### src/rtl/i2s_pkg.sv
// Shared types and constants for the I2S stream transmitter.
package i2s_pkg;

    typedef enum logic [1:0] {
        IDLE,
        RUN,
        DRAIN
    } state_t;

    localparam int LJ_MODE_I2S  = 0;  // MSB one BCLK after the LRCLK edge
    localparam int LJ_MODE_LEFT = 1;  // MSB on the LRCLK edge

endpackage

### src/rtl/frame_fifo.sv
// Synchronous FIFO of stereo frames; head is visible combinationally, no bypass path.
module frame_fifo #(
    parameter int WIDTH = 32,
    parameter int DEPTH = 8
) (
    input  logic                     clk,
    input  logic                     reset,
    input  logic                     push,
    input  logic [WIDTH-1:0]         push_data,
    input  logic                     pop,
    output logic [WIDTH-1:0]         head,
    output logic                     full,
    output logic                     empty,
    output logic [$clog2(DEPTH):0]   level
);
    localparam int AW = $clog2(DEPTH);
    localparam int LW = AW + 1;

    logic [WIDTH-1:0] mem [DEPTH];
    logic [AW-1:0]    wr_ptr;
    logic [AW-1:0]    rd_ptr;
    logic             do_push;
    logic             do_pop;

    assign do_push = push && !full;
    assign do_pop  = pop && !empty;

    // NOTE: storage is not reset; the pointers and level alone decide which entries are valid.
    always_ff @(posedge clk) begin
        if (do_push) mem[wr_ptr] <= push_data;
    end

    always_ff @(posedge clk) begin
        if (reset) begin
            wr_ptr <= '0;
            rd_ptr <= '0;
            level  <= '0;
        end else begin
            if (do_push) wr_ptr <= wr_ptr + 1'b1;
            if (do_pop)  rd_ptr <= rd_ptr + 1'b1;
            case ({do_push, do_pop})
                2'b10:   level <= level + 1'b1;
                2'b01:   level <= level - 1'b1;
                default: ;
            endcase
        end
    end

    assign full  = (level == LW'(DEPTH));
    assign empty = (level == '0);
    assign head  = mem[rd_ptr];

endmodule

### src/rtl/i2s_stream_tx.sv
// Buffered I2S / left-justified transmitter: BCLK, LRCLK and SDATA are all registers in the clk domain.
module i2s_stream_tx
    import i2s_pkg::*;
#(
    parameter int SAMPLE_W   = 16,
    parameter int SLOT_W     = 32,
    parameter int FIFO_DEPTH = 8,
    parameter int BCLK_DIV   = 2,
    parameter int LJ_MODE    = LJ_MODE_I2S
) (
    input  logic                          clk,
    input  logic                          reset,
    input  logic                          enable,
    input  logic [SAMPLE_W-1:0]           s_left,
    input  logic [SAMPLE_W-1:0]           s_right,
    input  logic                          s_valid,
    output logic                          s_ready,
    output logic                          BCLK,
    output logic                          LRCLK,
    output logic                          SDATA,
    output logic                          frame_done,
    output logic                          underflow,
    output logic [$clog2(FIFO_DEPTH):0]   fifo_level
);
    localparam int FRAME_W     = 2 * SAMPLE_W;
    localparam int IDX_W       = $clog2(2 * SLOT_W);
    localparam int DIV_W       = (BCLK_DIV > 1) ? $clog2(BCLK_DIV) : 1;
    localparam int DATA_OFFSET = (LJ_MODE == LJ_MODE_LEFT) ? 0 : 1;
    localparam logic [IDX_W-1:0] LAST_IDX = IDX_W'(2 * SLOT_W - 1);

    state_t             state, next_state;
    logic [DIV_W-1:0]   div_cnt;
    logic [IDX_W-1:0]   bit_idx, next_idx;
    logic               started;
    logic [FRAME_W-1:0] frame_q, fifo_head, load_frame;
    logic               fifo_full, fifo_empty;
    logic               div_run, tick, fall, frame_edge;
    logic               start_frame, end_frame, advance;

    frame_fifo #(.WIDTH(FRAME_W), .DEPTH(FIFO_DEPTH)) u_fifo (
        .clk       (clk),
        .reset     (reset),
        .push      (s_valid),
        .push_data ({s_left, s_right}),
        .pop       (start_frame),
        .head      (fifo_head),
        .full      (fifo_full),
        .empty     (fifo_empty),
        .level     (fifo_level)
    );

    assign s_ready = !fifo_full;

    // Serial bit for a frame position; left sample occupies slot 0, right sample slot 1.
    function automatic logic slot_bit(input logic [FRAME_W-1:0] frame, input logic [IDX_W-1:0] idx);
        logic [SAMPLE_W-1:0] sample;
        int pos;
        int sample_pos;
        pos = int'(idx);
        if (pos >= SLOT_W) begin
            sample = frame[SAMPLE_W-1:0];
            pos    = pos - SLOT_W;
        end else begin
            sample = frame[FRAME_W-1:SAMPLE_W];
        end
        sample_pos = pos - DATA_OFFSET;
        if (sample_pos < 0 || sample_pos >= SAMPLE_W) return 1'b0;
        sample = sample << sample_pos;
        return sample[SAMPLE_W-1];
    endfunction

    assign div_run    = (state != IDLE);
    assign tick       = div_run && (div_cnt == DIV_W'(BCLK_DIV - 1));
    assign fall       = tick && BCLK;
    assign frame_edge = fall && (!started || bit_idx == LAST_IDX);
    assign next_idx   = bit_idx + 1'b1;
    assign load_frame = fifo_empty ? '0 : fifo_head;

    always_ff @(posedge clk) begin
        if (reset) state <= IDLE;
        else       state <= next_state;
    end

    // NOTE: every comb output gets a default first so no path can infer a latch.
    always_comb begin
        next_state = state;
        case (state)
            IDLE:    if (enable && fifo_level != '0) next_state = RUN;
            RUN:     if (frame_edge && !enable)      next_state = DRAIN;
            DRAIN:   if (fall)                       next_state = IDLE;
            default: next_state = IDLE;
        endcase
    end

    always_comb begin
        start_frame = 1'b0;
        end_frame   = 1'b0;
        advance     = 1'b0;
        if (state == RUN) begin
            start_frame = frame_edge && enable;
            end_frame   = frame_edge && started;
            advance     = fall && !frame_edge;
        end
    end

    always_ff @(posedge clk) begin
        if (reset) begin
            div_cnt    <= '0;
            BCLK       <= 1'b0;
            LRCLK      <= 1'b1;
            SDATA      <= 1'b0;
            started    <= 1'b0;
            bit_idx    <= '0;
            frame_q    <= '0;
            frame_done <= 1'b0;
            underflow  <= 1'b0;
        end else begin
            frame_done <= end_frame;
            underflow  <= start_frame && fifo_empty;
            if (!div_run) begin
                div_cnt <= '0;
                BCLK    <= 1'b0;
                LRCLK   <= 1'b1;
                SDATA   <= 1'b0;
                started <= 1'b0;
                bit_idx <= '0;
            end else begin
                div_cnt <= tick ? '0 : div_cnt + 1'b1;
                if (tick) BCLK <= !BCLK;
                if (start_frame) begin
                    frame_q <= load_frame;
                    started <= 1'b1;
                    bit_idx <= '0;
                    LRCLK   <= 1'b0;
                    SDATA   <= slot_bit(load_frame, '0);
                end else if (frame_edge) begin
                    // Leaving the frame for DRAIN: line goes quiet, LRCLK holds the right-slot level.
                    started <= 1'b0;
                    SDATA   <= 1'b0;
                end else if (advance) begin
                    bit_idx <= next_idx;
                    LRCLK   <= (int'(next_idx) >= SLOT_W);
                    SDATA   <= slot_bit(frame_q, next_idx);
                end
            end
        end
    end

endmodule

### config.mk
export PLATFORM = sky130hd
export DESIGN_NAME = i2s_stream_tx
export DESIGN_NICKNAME = d
export VERILOG_FILES = /design/src/rtl/i2s_pkg.sv /design/src/rtl/frame_fifo.sv /design/src/rtl/i2s_stream_tx.sv
export SDC_FILE = /design/constraint.sdc
export NUM_CORES = 1
export LEC_CHECK = 0
export CAP_MARGIN = 20
export CORE_ASPECT_RATIO = 1.4
export CORE_MARGIN = 5
export CORE_UTILIZATION = 35
export CTS_CLUSTER_DIAMETER = 50
export DETAILED_ROUTE_END_ITERATION = 16
export GPL_ROUTABILITY_DRIVEN = 0
export GPL_TIMING_DRIVEN = 0
export SYNTH_ARGS = -nofsm -noshare
export SYNTH_HDL_FRONTEND = slang
export SYNTH_SLANG_ARGS = --single-unit
### constraint.sdc
create_clock -name clk -period 4.8 [get_ports clk]
set_input_delay 1.44 -clock clk [delete_from_list [all_inputs] [get_ports clk]]
set_output_delay 1.44 -clock clk [all_outputs]
set_load 0.1 [all_outputs]
Yosys cells after proc, flatten, opt, wreduce, memory -nomap -nowiden
Memories as Yosys holds them, arrays and structs flattened. A register that Yosys moved wholly into a read port is not among the register bits.
Cells that the tools add are included.
{"block": "totals", "n_memories": 1, "mem_bits_rw": 256, "inputBits": 36, "wordCells": 111, "register_bits": 57, "out_inout_bits": 10}
{"block": "classes", "reduce_logical": 35, "bitwise": 3, "shift": 1, "add_sub_neg": 8, "n_eq_ne": 10, "n_mux": 37, "magnitude_cmp": 3}
{"name": "u_fifo.mem", "words": 8, "word_bits": 32, "read_ports": 1, "rd_clocked_by_memory_dff": 1, "write_ports": 1, "line": "frame_fifo.sv:19", "source": "logic [WIDTH-1:0] mem [DEPTH];"}
{"operator": "$mux W32", "n": 7}
{"operator": "$mux W16", "n": 6}
{"operator": "$ge A32 B6 Y1 const B", "n": 1}
{"operator": "$lt A32 B1 Y1 const B", "n": 1}
{"operator": "$shl A16 B32 Y16", "n": 1}
{"operator": "$sub A32 B2 Y32 const B", "n": 1}
{"operator": "$mux W1", "n": 17}
{"operator": "$logic_and A1 B1 Y1", "n": 11}
{"operator": "$pmux W4 S2", "n": 1}
{"operator": "$reduce_bool A2 Y1", "n": 4}
{"operator": "$sub A6 B6 Y7 const B", "n": 1}
{"operator": "$add A3 B1 Y3 const B", "n": 2}
{"operator": "$add A6 B1 Y6 const B", "n": 1}
{"operator": "$eq A6 B6 Y1 const B", "n": 1}
{"operator": "$ge A6 B6 Y1 const B", "n": 1}
{"operator": "$logic_not A1 Y1", "n": 6}
{"operator": "$mux W2", "n": 3}
{"operator": "$mux W3", "n": 2}
{"operator": "$ne A2 B2 Y1 const B", "n": 3}
{"operator": "$pmux W2 S3", "n": 1}
{"operator": "$reduce_and A2 Y1", "n": 3}
{"operator": "$reduce_or A3 Y1", "n": 2}
{"operator": "$add A4 B1 Y4 const B", "n": 1}
{"operator": "$eq A2 B1 Y1 const B", "n": 2}
{"operator": "13 further kinds", "n": 18}

Longest topological paths before layout
Gate-level depths: netlist (run 1).
{"block": "depth", "depth_word": 22, "ltp_mapped": 16, "ltp_nobuf": 15}

Cells and area by module
A second synthesis (run 1) with hierarchy kept.
{"block": "hier_totals", "hier_cells": 718, "area_unflattened_um2": 13016.2}
{"module": "frame_fifo", "cells_each": 444, "area_each_um2": 10431.3, "instances": 1}
{"module": "i2s_stream_tx", "cells_each": 274, "area_each_um2": 2585.0, "instances": 1}

Least setup slack after synthesis (run 1)
No wires, ideal clock.
{"block": "synth_path", "path_type": "reg-to-reg", "start": "reg u_fifo.level[0]", "end": "mem u_fifo.mem[0][0] (enable)", "synth_period_minus_slack_ns": 5.189, "t_required_ns": 4.339, "setup_slack_ns": -0.389, "stages_incl_launch_ff": 6, "setup_ns": 0.461, "arrival_time_ns": 4.728, "path_cell_list": "dfxtp_1 nor3_1 nand2_1 nand2_1 or2_2 nor3_1"}
{"block": "synth_between", "elab_chain_cells": 5}
{"element": "from (decl)", "line": "frame_fifo.sv:14", "source": "output logic [$clog2(DEPTH):0] level"}
{"element": "from (signal assigned)", "line": "frame_fifo.sv:42", "source": "2'b10: level <= level + 1'b1;"}
{"element": "from (signal assigned)", "line": "frame_fifo.sv:43", "source": "2'b01: level <= level - 1'b1;"}
{"element": "$eq A4 B4 Y1", "line": "frame_fifo.sv:49", "source": "assign full = (level == LW'(DEPTH));"}
{"element": "$logic_not A1 Y1"}
{"element": "via s_ready", "line": "i2s_stream_tx.sv:17", "source": "output logic s_ready,"}
{"element": "$logic_and A1 B1 Y1", "line": "frame_fifo.sv:25", "source": "assign do_push = push && !full;"}
{"element": "$mux W1", "line": "frame_fifo.sv:30", "source": "if (do_push) mem[wr_ptr] <= push_data;"}
{"element": "$mux W1 (not written as such)", "line": "frame_fifo.sv:30"}
{"element": "to (decl)", "line": "frame_fifo.sv:19"}
The timed path passes the listed nets, and every way through them passes these cells.

Worst setup path in the final report (run 1)
{"block": "layout_path", "start": "reg u_fifo.level[0]", "end": "out s_ready"}
{"block": "layout_between", "elab_chain_cells": 2}
{"element": "$eq A4 B4 Y1", "line": "frame_fifo.sv:49"}
{"element": "$logic_not A1 Y1", "line": "i2s_stream_tx.sv:52", "source": "assign s_ready = !fifo_full;"}
{"element": "to (decl)", "line": "i2s_stream_tx.sv:17"}
No other way between the ends.

==> flow_metrics.py, run 1 <==
metrics = {
    "synth": {
        "ys_ff_latch": 316,
        "yosysTopAreaCellShare_pct": 60.7,
        "synth_warnings": 0,
        "ys_top_cells_by_area": "edfxtp_1 61%, mux4_2 12%, dfxtp_1 9.5%, mux2_2 2.9%, a22oi_1 1.9%",
        "synth_edf_count": 256,
        "synth_area_um2": 12700,
        "synth_cell_type_count": 63,
        "synth-async-reset-ratio_pct": 0,
        "seq_area_frac_synth_pct": 70.2,
        "netlist.top_cell.by_area": "edfxtp_1",
        "syn_inst": 701,
        "postSynthAreaPerCell_um2": 18.1,
        "synthFlopType": "edfxtp_1",
    },
    "pwr": {
        "power_per_cell_area_nw_per_um2": 364,
        "p_leak_nw": 4.71,
        "power_w": 0.00544,
        "pwr-share-seq_pct": 55.6,
        "power.share.clock_pct": 40.6,
        "ir_worst_vdd_v": 0.000221,
        "switchingPower_w": 0.00109,
        "switching_share_pct": 20.1,
        "intPower_w": 0.00435,
        "comb_power_share_pct": 3.8,
    },
    "timing": {
        "period_needed_ns": 3.88,
        "setup_viol": 0,
        "setup_tns_ns": 0,
        "slew_headroom_pct": 33.3,
        "holdWs_ns": 0.457,
        "clock.fmax_mhz": 258,
        "fin_skew_ns": 0.0217,
        "grt_setup_unrepaired": "false",
        "period_share_pct": 80.9,
        "finalMaxSlewViolations": 0,
        "hold_viol": 0,
        "worst_pin_slew_ns": 0.998,
    },
    "placed_design": {
        "hpwl_um": 17300,
        "port_buffers": 45,
    },
    "layout": {
        "layout_commonest_cell": "edfxtp_1",
        "fill_cells": 3114,
        "layout_common_cells": "256 x edfxtp_1, 68 x mux4_2, 60 x dfxtp_1",
        "drive_above_1_share_pct": 24.3,
        "diodes": 0,
        "area_delta_synth_final_pct": 18.0,
        "finalNetCount": 850,
    },
    "clocking": {
        "cts_buffer_depth": 3,
        "cts_tree": "done",
        "cts_resized": 0,
        "cts.sinks": 316,
        "root_buffer": "clkbuf_16",
        "htree_levels": 1,
        "post-cts-setup-buffers": 0,
        "clock_latency_ns": 0.56,
        "holdBufCountCts": 0,
        "clk_pin_slew_ns": 0.06,
        "cts_buffers": 29,
    },
    "die": {
        "fp.dieH_um": 235,
        "io-pin-count": 46,
        "coreArea_um2": 35800,
        "start_util_pct": 35.3,
        "die_w_um": 171,
        "row_count": 82,
        "dieArea_um2": 40100,
    },
    "global_route": {
        "grt.overflow.total": 0,
        "antenna_found_initial": 1,
        "grt_max_degree": 25,
        "grt_pass1_vias": 6766,
        "grt_use_total_pct": 13.2,
        "grt_pass1_wl_um": 40800,
    },
    "min_path": {
        "holdCritPathClass": "flop to flop",
        "worst_hold_startpoint": "div_cnt",
    },
    "drt": {
        "first_pass_iters": 5,
        "drc_errors": 0,
        "via_per_inst": 5.03,
        "post_drt_wl_per_cell_um": 20.3,
        "routed_wl_um": 26100,
        "num_vias": 6443,
        "antenna_left": 0,
        "drtIter0Drc": 354,
    },
    "worst_setup_path": {
        "slowest_delay_ns": 1.18,
        "r2r_start": "bit_idx[1]",
        "critPathLaunch": "u_fifo.level[0]",
        "critPathSlowestCell": "clkdlybuf4s50_1",
        "crit_family": "buffers and inverters",
        "endpoint_kind": "output pin",
        "critical_path_class": "flop to output pin",
        "cp.arrival_ns": 2.44,
        "cp_cell_sequence": "nor3_1 -> nand2_1 -> clkdlybuf4s50_1",
        "critPathBufInv": 1,
        "start_kind": "flop",
        "cp.required_ns": 3.36,
        "worst-path-max-fanout": 5,
    },
    "run": {
        "drv_cap": 0,
    },
    "outcome": {
        "outcome": "finished clean",
    },
}
[final cells by class]
class	instances	area, um2	share of cell area, %
repair buffers	55	681	4.56
multi-input cells	351	3650	24.5
well taps	462	578	3.87
flip-flops and latches	316	8890	59.5
plain buffers	35	184	1.23
inverters	8	30.0	0.201
clock buffers	45	836	5.60
clock inverters	9	76.3	0.511
[metal layers]
metal  part of all wire [%]  GRT usage (%)  wire length [um]  vias up
met5                  0.050              0                13        -
met4                    2.6           4.21               679        2
met3                    3.4           2.09               878       42
met2                     52           22.9             13700      102
met1                     42           16.8             10800     3328
li1                       -              -                 -     2969
[flip-flops by register name (all words and copies together) (netlist names), named ones only]
signal / cells
u_fifo.mem: 256
frame_q: 32
bit_idx: 6
u_fifo.level: 4
u_fifo.rd_ptr: 3
u_fifo.wr_ptr: 3
state: 2
BCLK: 1
LRCLK: 1
SDATA: 1
div_cnt: 1
frame_done: 1
started: 1
underflow: 1
[through the flow]
stage / utilization [%] / std cells / setup slack, ns / cell area [um2]
final: 41.7 / 1281 / 0.917 / 14900
after global routing: 41.7 / 1281 / 0.814 / 14900
after CTS: 41.7 / 1281 / 0.851 / 14900
after detailed placement: 39.1 / 1227 / 0.582 / 14000
after global placement: 38.3 / 1217 / -1.08 / 13700
after floorplan: - / 710 / 0.488 / 12700
[logic make-up after synthesis]
kind of cell / after synthesis / synth area share [%]
AND/OR/NAND/NOR: 128 / 4.97
multiplexers: 110 / 15.9
buffers and inverters: 43 / 1.69
adder cells (fa/ha/maj): 18 / 1.84
other: 1 / 0.0296
AO/OA/AOI/OAI: 70 / 4.26
flip-flops: 316 / 70.2
XOR/XNOR: 15 / 1.10
[power by group through the flow]
stage	registers [W]	logic, W	clock network, W
global route	0.00302	0.000226	0.00239
CTS	0.00302	0.000214	0.00227
finish	0.00302	0.000208	0.00221
floorplan	0.00309	0.0000805	0
detailed placement	0.00308	0.000213	0
global placement	0.00308	0.000187	0
[final timing paths]
path,end,slack [ns],cells past startpoint
min,div_cnt,0.46,1
max,s_ready,0.92,3
max reg2reg,u_fifo.level[3],1.27,14
min reg2reg,div_cnt,0.46,1
[synth_stat cells (5+ instances only)]
library cell / instances
a21oi_1: 11
nand3_1: 7
nand2_1: 20
a22oi_1: 32
mux2_2: 33
buf_2: 9
xnor2_1: 6
mux2i_1: 8
ha_1: 17
dfxtp_1: 60
xor2_1: 8
nor2_1: 62
edfxtp_1: 256
mux4_2: 68
nor3_1: 6
nand2b_1: 5
a21o_1: 8
clkbuf_1: 18
Note: power is estimated with default switching activity, not from simulation.
==> inputs of run 2 (changes only) <==
Clock period 4.8 ns to 3.4 ns, I/O delays scaled along.
==> flow_metrics.py, run 2 (synthesized netlist as in run 1, its figures left out) <==
metrics = {
    "clocking": {
        "clk_pin_slew_ns": 0.06,
        "root_buffer": "clkbuf_16",
        "holdBufCountCts": 0,
        "cts_buffer_depth": 3,
        "htree_levels": 1,
        "cts.sinks": 316,
        "cts_buffers": 29,
        "clock_latency_ns": 0.56,
        "cts_tree": "done",
    },
    "worst_setup_path": {
        "critPathLaunch": "bit_idx[0]",
        "reg2regPathDepth": 14,
        "critical_path_class": "flop to flop",
        "start_kind": "flop",
        "cp.arrival_ns": 3.64,
        "r2r_slack_ns": 0.24,
        "worst-path-max-fanout": 10,
        "r2r_start": "bit_idx[0]",
        "endpoint_kind": "flop",
        "cp.required_ns": 3.88,
    },
    "placed_design": {
        "port_buffers": 45,
        "hpwl_um": 17300,
        "place_ws_ns": -0.350,
        "place_area_um2": 14000,
    },
    "timing": {
        "worst_pin_slew_ns": 0.999,
        "grt_setup_unrepaired": "false",
        "clock.fmax_mhz": 317,
        "finalMaxSlewViolations": 0,
        "hold_viol": 0,
        "fin_skew_ns": 0.0222,
        "slew_headroom_pct": 33.6,
        "layout_setup_ws_ns": 0.244,
        "period_needed_ns": 3.16,
        "setup_viol": 0,
        "period_share_pct": 92.8,
    },
    "layout": {
        "diodes": 0,
        "layout_commonest_cell": "edfxtp_1",
        "area_delta_synth_final_pct": 17.8,
        "final_area_um2": 14900,
        "reg.largest.list": "u_fifo.mem x256, frame_q x32, bit_idx x6",
        "top_register": "u_fifo.mem",
        "utilization_pct": 41.6,
        "layout_common_cells": "256 x edfxtp_1, 68 x mux4_2, 56 x dfxtp_1, 56 x nor2_1, 44 x clkdlybuf4s50_1",
        "finalNetCount": 853,
        "largest_reg_flops": 256,
        "drive_above_1_share_pct": 25.0,
    },
    "run": {
        "drv_cap": 0,
    },
    "drt": {
        "num_vias": 6401,
        "antenna_left": 0,
        "post_drt_wl_per_cell_um": 20.6,
        "routed_wl_um": 26300,
        "drtIter0Drc": 437,
        "first_pass_iters": 4,
        "via_per_inst": 5.00,
        "drc_errors": 0,
    },
    "pwr": {
        "power_per_cell_area_nw_per_um2": 503,
        "pwr-share-seq_pct": 56.9,
        "switching_share_pct": 20.3,
        "p_leak_nw": 4.68,
        "power.share.clock_pct": 39.2,
        "intPower_w": 0.00598,
        "switchingPower_w": 0.00152,
        "comb_power_share_pct": 3.9,
        "ir_worst_vdd_v": 0.000286,
    },
    "global_route": {
        "grt.overflow.total": 0,
        "grt_pass1_wl_um": 40900,
        "grt_pass1_vias": 6785,
        "grt_max_degree": 23,
        "antenna_found_initial": 1,
        "grt_use_total_pct": 13.2,
    },
    "die": {
        "die_w_um": 171,
        "start_util_pct": 35.3,
        "fp.dieH_um": 235,
        "dieArea_um2": 40100,
        "coreArea_um2": 35800,
        "io-pin-count": 46,
        "row_count": 82,
    },
    "min_path": {
        "hold_path_depth": 1,
        "worst_hold_startpoint": "div_cnt",
        "holdCritPathClass": "flop to flop",
    },
    "outcome": {
        "outcome": "finished clean",
    },
}
run 2: critical path: stages (launching register included):
cell and delay (ns):
dfxtp_1 0.41, ha_2 0.29, nand2_4 0.10, o31ai_4 0.29
nand4_4 0.15, nor2b_2 0.13, buf_4 0.20, buf_6 0.17
ha_1 0.21, ha_1 0.24, a21o_1 0.17, a21oi_1 0.18
xnor2_1 0.09, or3_1 0.30, a21oi_1 0.14
run 2: path summary, 6_finish.rpt:
| path | to |
|---|---|
| worst max-delay path | u_fifo.level[3] |
| worst min-delay path | div_cnt |
| worst max register to register | u_fifo.level[3] |
| worst min register to register | div_cnt |
run 2: power by group through the flow:
stage / Clock, W / Sequential (W) / Combinational, W
2_1_floorplan: 0 / 0.00436 / 0.000118
3_3_place_gp: 0 / 0.00435 / 0.000270
3_5_place_dp: 0 / 0.00435 / 0.000301
4_1_cts: 0.00302 / 0.00427 / 0.000303
5_1_grt: 0.00316 / 0.00427 / 0.000320
6_report: 0.00294 / 0.00427 / 0.000294
run 2: cell type report:
cell class                 instances  area [um2]
clock inverter                     7        41.3
multi-input combinational        351        3670
fill                            3135       20900
buffer                            35         184
timing repair buffer              58         724
tap                              462         578
inverter                           8        30.0
clock buffer                      42         795
sequential                       316        8890
run 2: per-stage QoR:
step                      hold WS (ns)  total power (W)  TNS [ns]  std cells
final                            0.449          0.00750         0       1279
after global routing             0.500          0.00775         0       1279
after CTS                        0.457          0.00759         0       1276
after detailed placement         0.450          0.00465    -0.620       1227
after global placement           0.431          0.00462   -123.54       1217
after floorplan                  0.421          0.00448         0        710
run 2: per-layer routing:
layer / track usage (%) / wire [um] / up-vias
met5: 0 / 12 / -
met4: 3.87 / 605 / 2
met3: 1.92 / 812 / 40
met2: 23.7 / 14000 / 89
met1: 16.4 / 10800 / 3298
li1: - / - / 2972
run 2: what timing repair did:
| action | 4_1_cts | 5_1_grt |
|---|---|---|
| endpoints found under the setup margin | 2 | 3 |
| pin swaps | 0 | 2 |
| cloned | 0 | 0 |
| resized for setup | 3 | 2 |
| setup buffers | 0 | 3 |
==> inputs of run 3 (changes only) <==
Settings changed: CORE_MARGIN 5 to 1.5.
==> flow_metrics.py, run 3 (synthesized netlist as in run 1, its figures left out) <==
metrics = {
    "pwr": {
        "power_per_cell_area_nw_per_um2": 524,
        "pwr-share-seq_pct": 54.1,
        "power.share.clock_pct": 42.2,
        "comb_power_share_pct": 3.7,
        "switchingPower_w": 0.00161,
        "intPower_w": 0.00627,
        "p_leak_nw": 4.75,
        "power_w": 0.00788,
        "ir_worst_vdd_v": 0.000373,
        "switching_share_pct": 20.5,
    },
    "drt": {
        "antenna_left": 0,
        "routed.top_layer": "met5",
        "post_drt_wl_per_cell_um": 20.5,
        "wl_met2_um": 14200,
        "first_pass_iters": 4,
        "drtIter0Drc": 475,
        "num_vias": 6437,
        "via_per_inst": 5.01,
        "drc_errors": 0,
        "routed_wl_um": 26300,
        "met3WireLength_um": 961,
        "drt-met1-wl_um": 10600,
    },
    "layout": {
        "largest_reg_flops": 256,
        "reg.largest.list": "u_fifo.mem x256, frame_q x32, bit_idx x6",
        "drive_above_1_share_pct": 25.6,
        "diodes": 0,
        "layout_common_cells": "256 x edfxtp_1, 68 x mux4_2, 56 x dfxtp_1, 56 x nor2_1, 44 x clkdlybuf4s50_1",
        "area_delta_synth_final_pct": 18.7,
        "stdcell_count": 1286,
        "layout_commonest_cell": "edfxtp_1",
        "utilization_pct": 42.1,
        "finalNetCount": 854,
        "top_register": "u_fifo.mem",
    },
    "clocking": {
        "clk_pin_slew_ns": 0.06,
        "cts_buffers": 30,
        "holdBufCountCts": 0,
        "cts.sinks": 316,
        "cts_tree": "done",
        "cts_buffer_depth": 3,
        "root_buffer": "clkbuf_16",
        "htree_levels": 1,
        "clock_latency_ns": 0.57,
    },
    "die": {
        "dieArea_um2": 37300,
        "start_util_pct": 35.4,
        "die_w_um": 164,
        "coreArea_um2": 35700,
        "io-pin-count": 46,
        "row_count": 82,
        "fp.dieH_um": 228,
    },
    "timing": {
        "slew_headroom_pct": 33.3,
        "period_needed_ns": 3.15,
        "clock.fmax_mhz": 317,
        "setup_viol": 0,
        "finalMaxSlewViolations": 0,
        "grt_setup_unrepaired": "false",
        "holdWs_ns": 0.460,
        "worst_pin_slew_ns": 1.00,
        "period_share_pct": 92.7,
        "hold_viol": 0,
        "fin_skew_ns": 0.0140,
    },
    "global_route": {
        "grt_pass1_vias": 6898,
        "grt_use_total_pct": 14.5,
        "grt.overflow.total": 0,
        "grt_pass1_wl_um": 40800,
        "grt_max_degree": 21,
        "antenna_found_initial": 1,
    },
    "worst_setup_path": {
        "critical_path_class": "flop to flop",
        "start_kind": "flop",
        "cp.required_ns": 3.87,
        "endpoint_kind": "flop",
        "worst-path-max-fanout": 7,
        "cp.arrival_ns": 3.62,
    },
    "run": {
        "drv_cap": 0,
    },
    "min_path": {
        "holdCritPathClass": "flop to flop",
    },
    "placed_design": {
        "port_buffers": 45,
        "dp.cells": 1228,
        "hpwl_um": 17500,
    },
    "outcome": {
        "outcome": "finished clean",
    },
}
[run 3: worst paths after layout]
check,start,slack [ns],depth (start not counted),end
hold reg to reg,div_cnt,0.46,1,div_cnt
hold / removal,div_cnt,0.46,1,div_cnt
setup reg to reg,bit_idx[0],0.25,14,SDATA
setup / recovery,bit_idx[0],0.25,14,SDATA
[run 3: critical path, cell delays in order, from the launching register on]
cell and delay [ns]:
dfxtp_1 0.40, inv_2 0.10, ha_2 0.40, nand2b_4 0.21
a21o_4 0.11, inv_2 0.04, ha_1 0.16, inv_1 0.05
ha_1 0.22, nor4bb_1 0.28, nand2_1 0.08, nor3_1 0.23
nand3_2 0.11, or3_1 0.36, o41ai_2 0.31
[run 3: what timing repair did]
item                                    CTS  global route
pin swaps                                 0             2
resized for setup                         4             2
buffers inserted                          0             2
endpoints found under the setup margin    3             2
gates cloned                              0             0
[run 3: power groups by stage]
stage,Clock [W],Sequential [W],Combinational [W]
after global placement,0,0.00435,0.000270
after global routing,0.00353,0.00427,0.000316
after floorplan,0,0.00436,0.000118
after detailed placement,0,0.00435,0.000297
final,0.00332,0.00427,0.000291
after CTS,0.00339,0.00427,0.000299
[run 3: layout make-up]
class                   instances  area [um2]
clock inverters                19         183
clock buffers                  37         798
flip-flops and latches        316        8890
plain buffers                  35         184
fillers                      3190       20700
multi-input cells             351        3670
repair buffers                 58         692
inverters                       8        30.0
well taps                     462         578
[run 3: per-layer routing]
layer  up-vias  global-route usage, %
li1       2978                      -
met3        40                   2.07
met1      3301                   17.5
met4         2                   4.52
met5         -                      0
met2       116                   26.4
[run 3: through the flow]
step	setup TNS (ns)	area, um2	setup slack [ns]
after floorplan	0	12700	0.168
after global placement	-125.46	13800	-0.806
after detailed placement	-0.658	14000	-0.385
after CTS	0	15000	0.0131
after global routing	0	15000	0.00682
final	0	15000	0.248
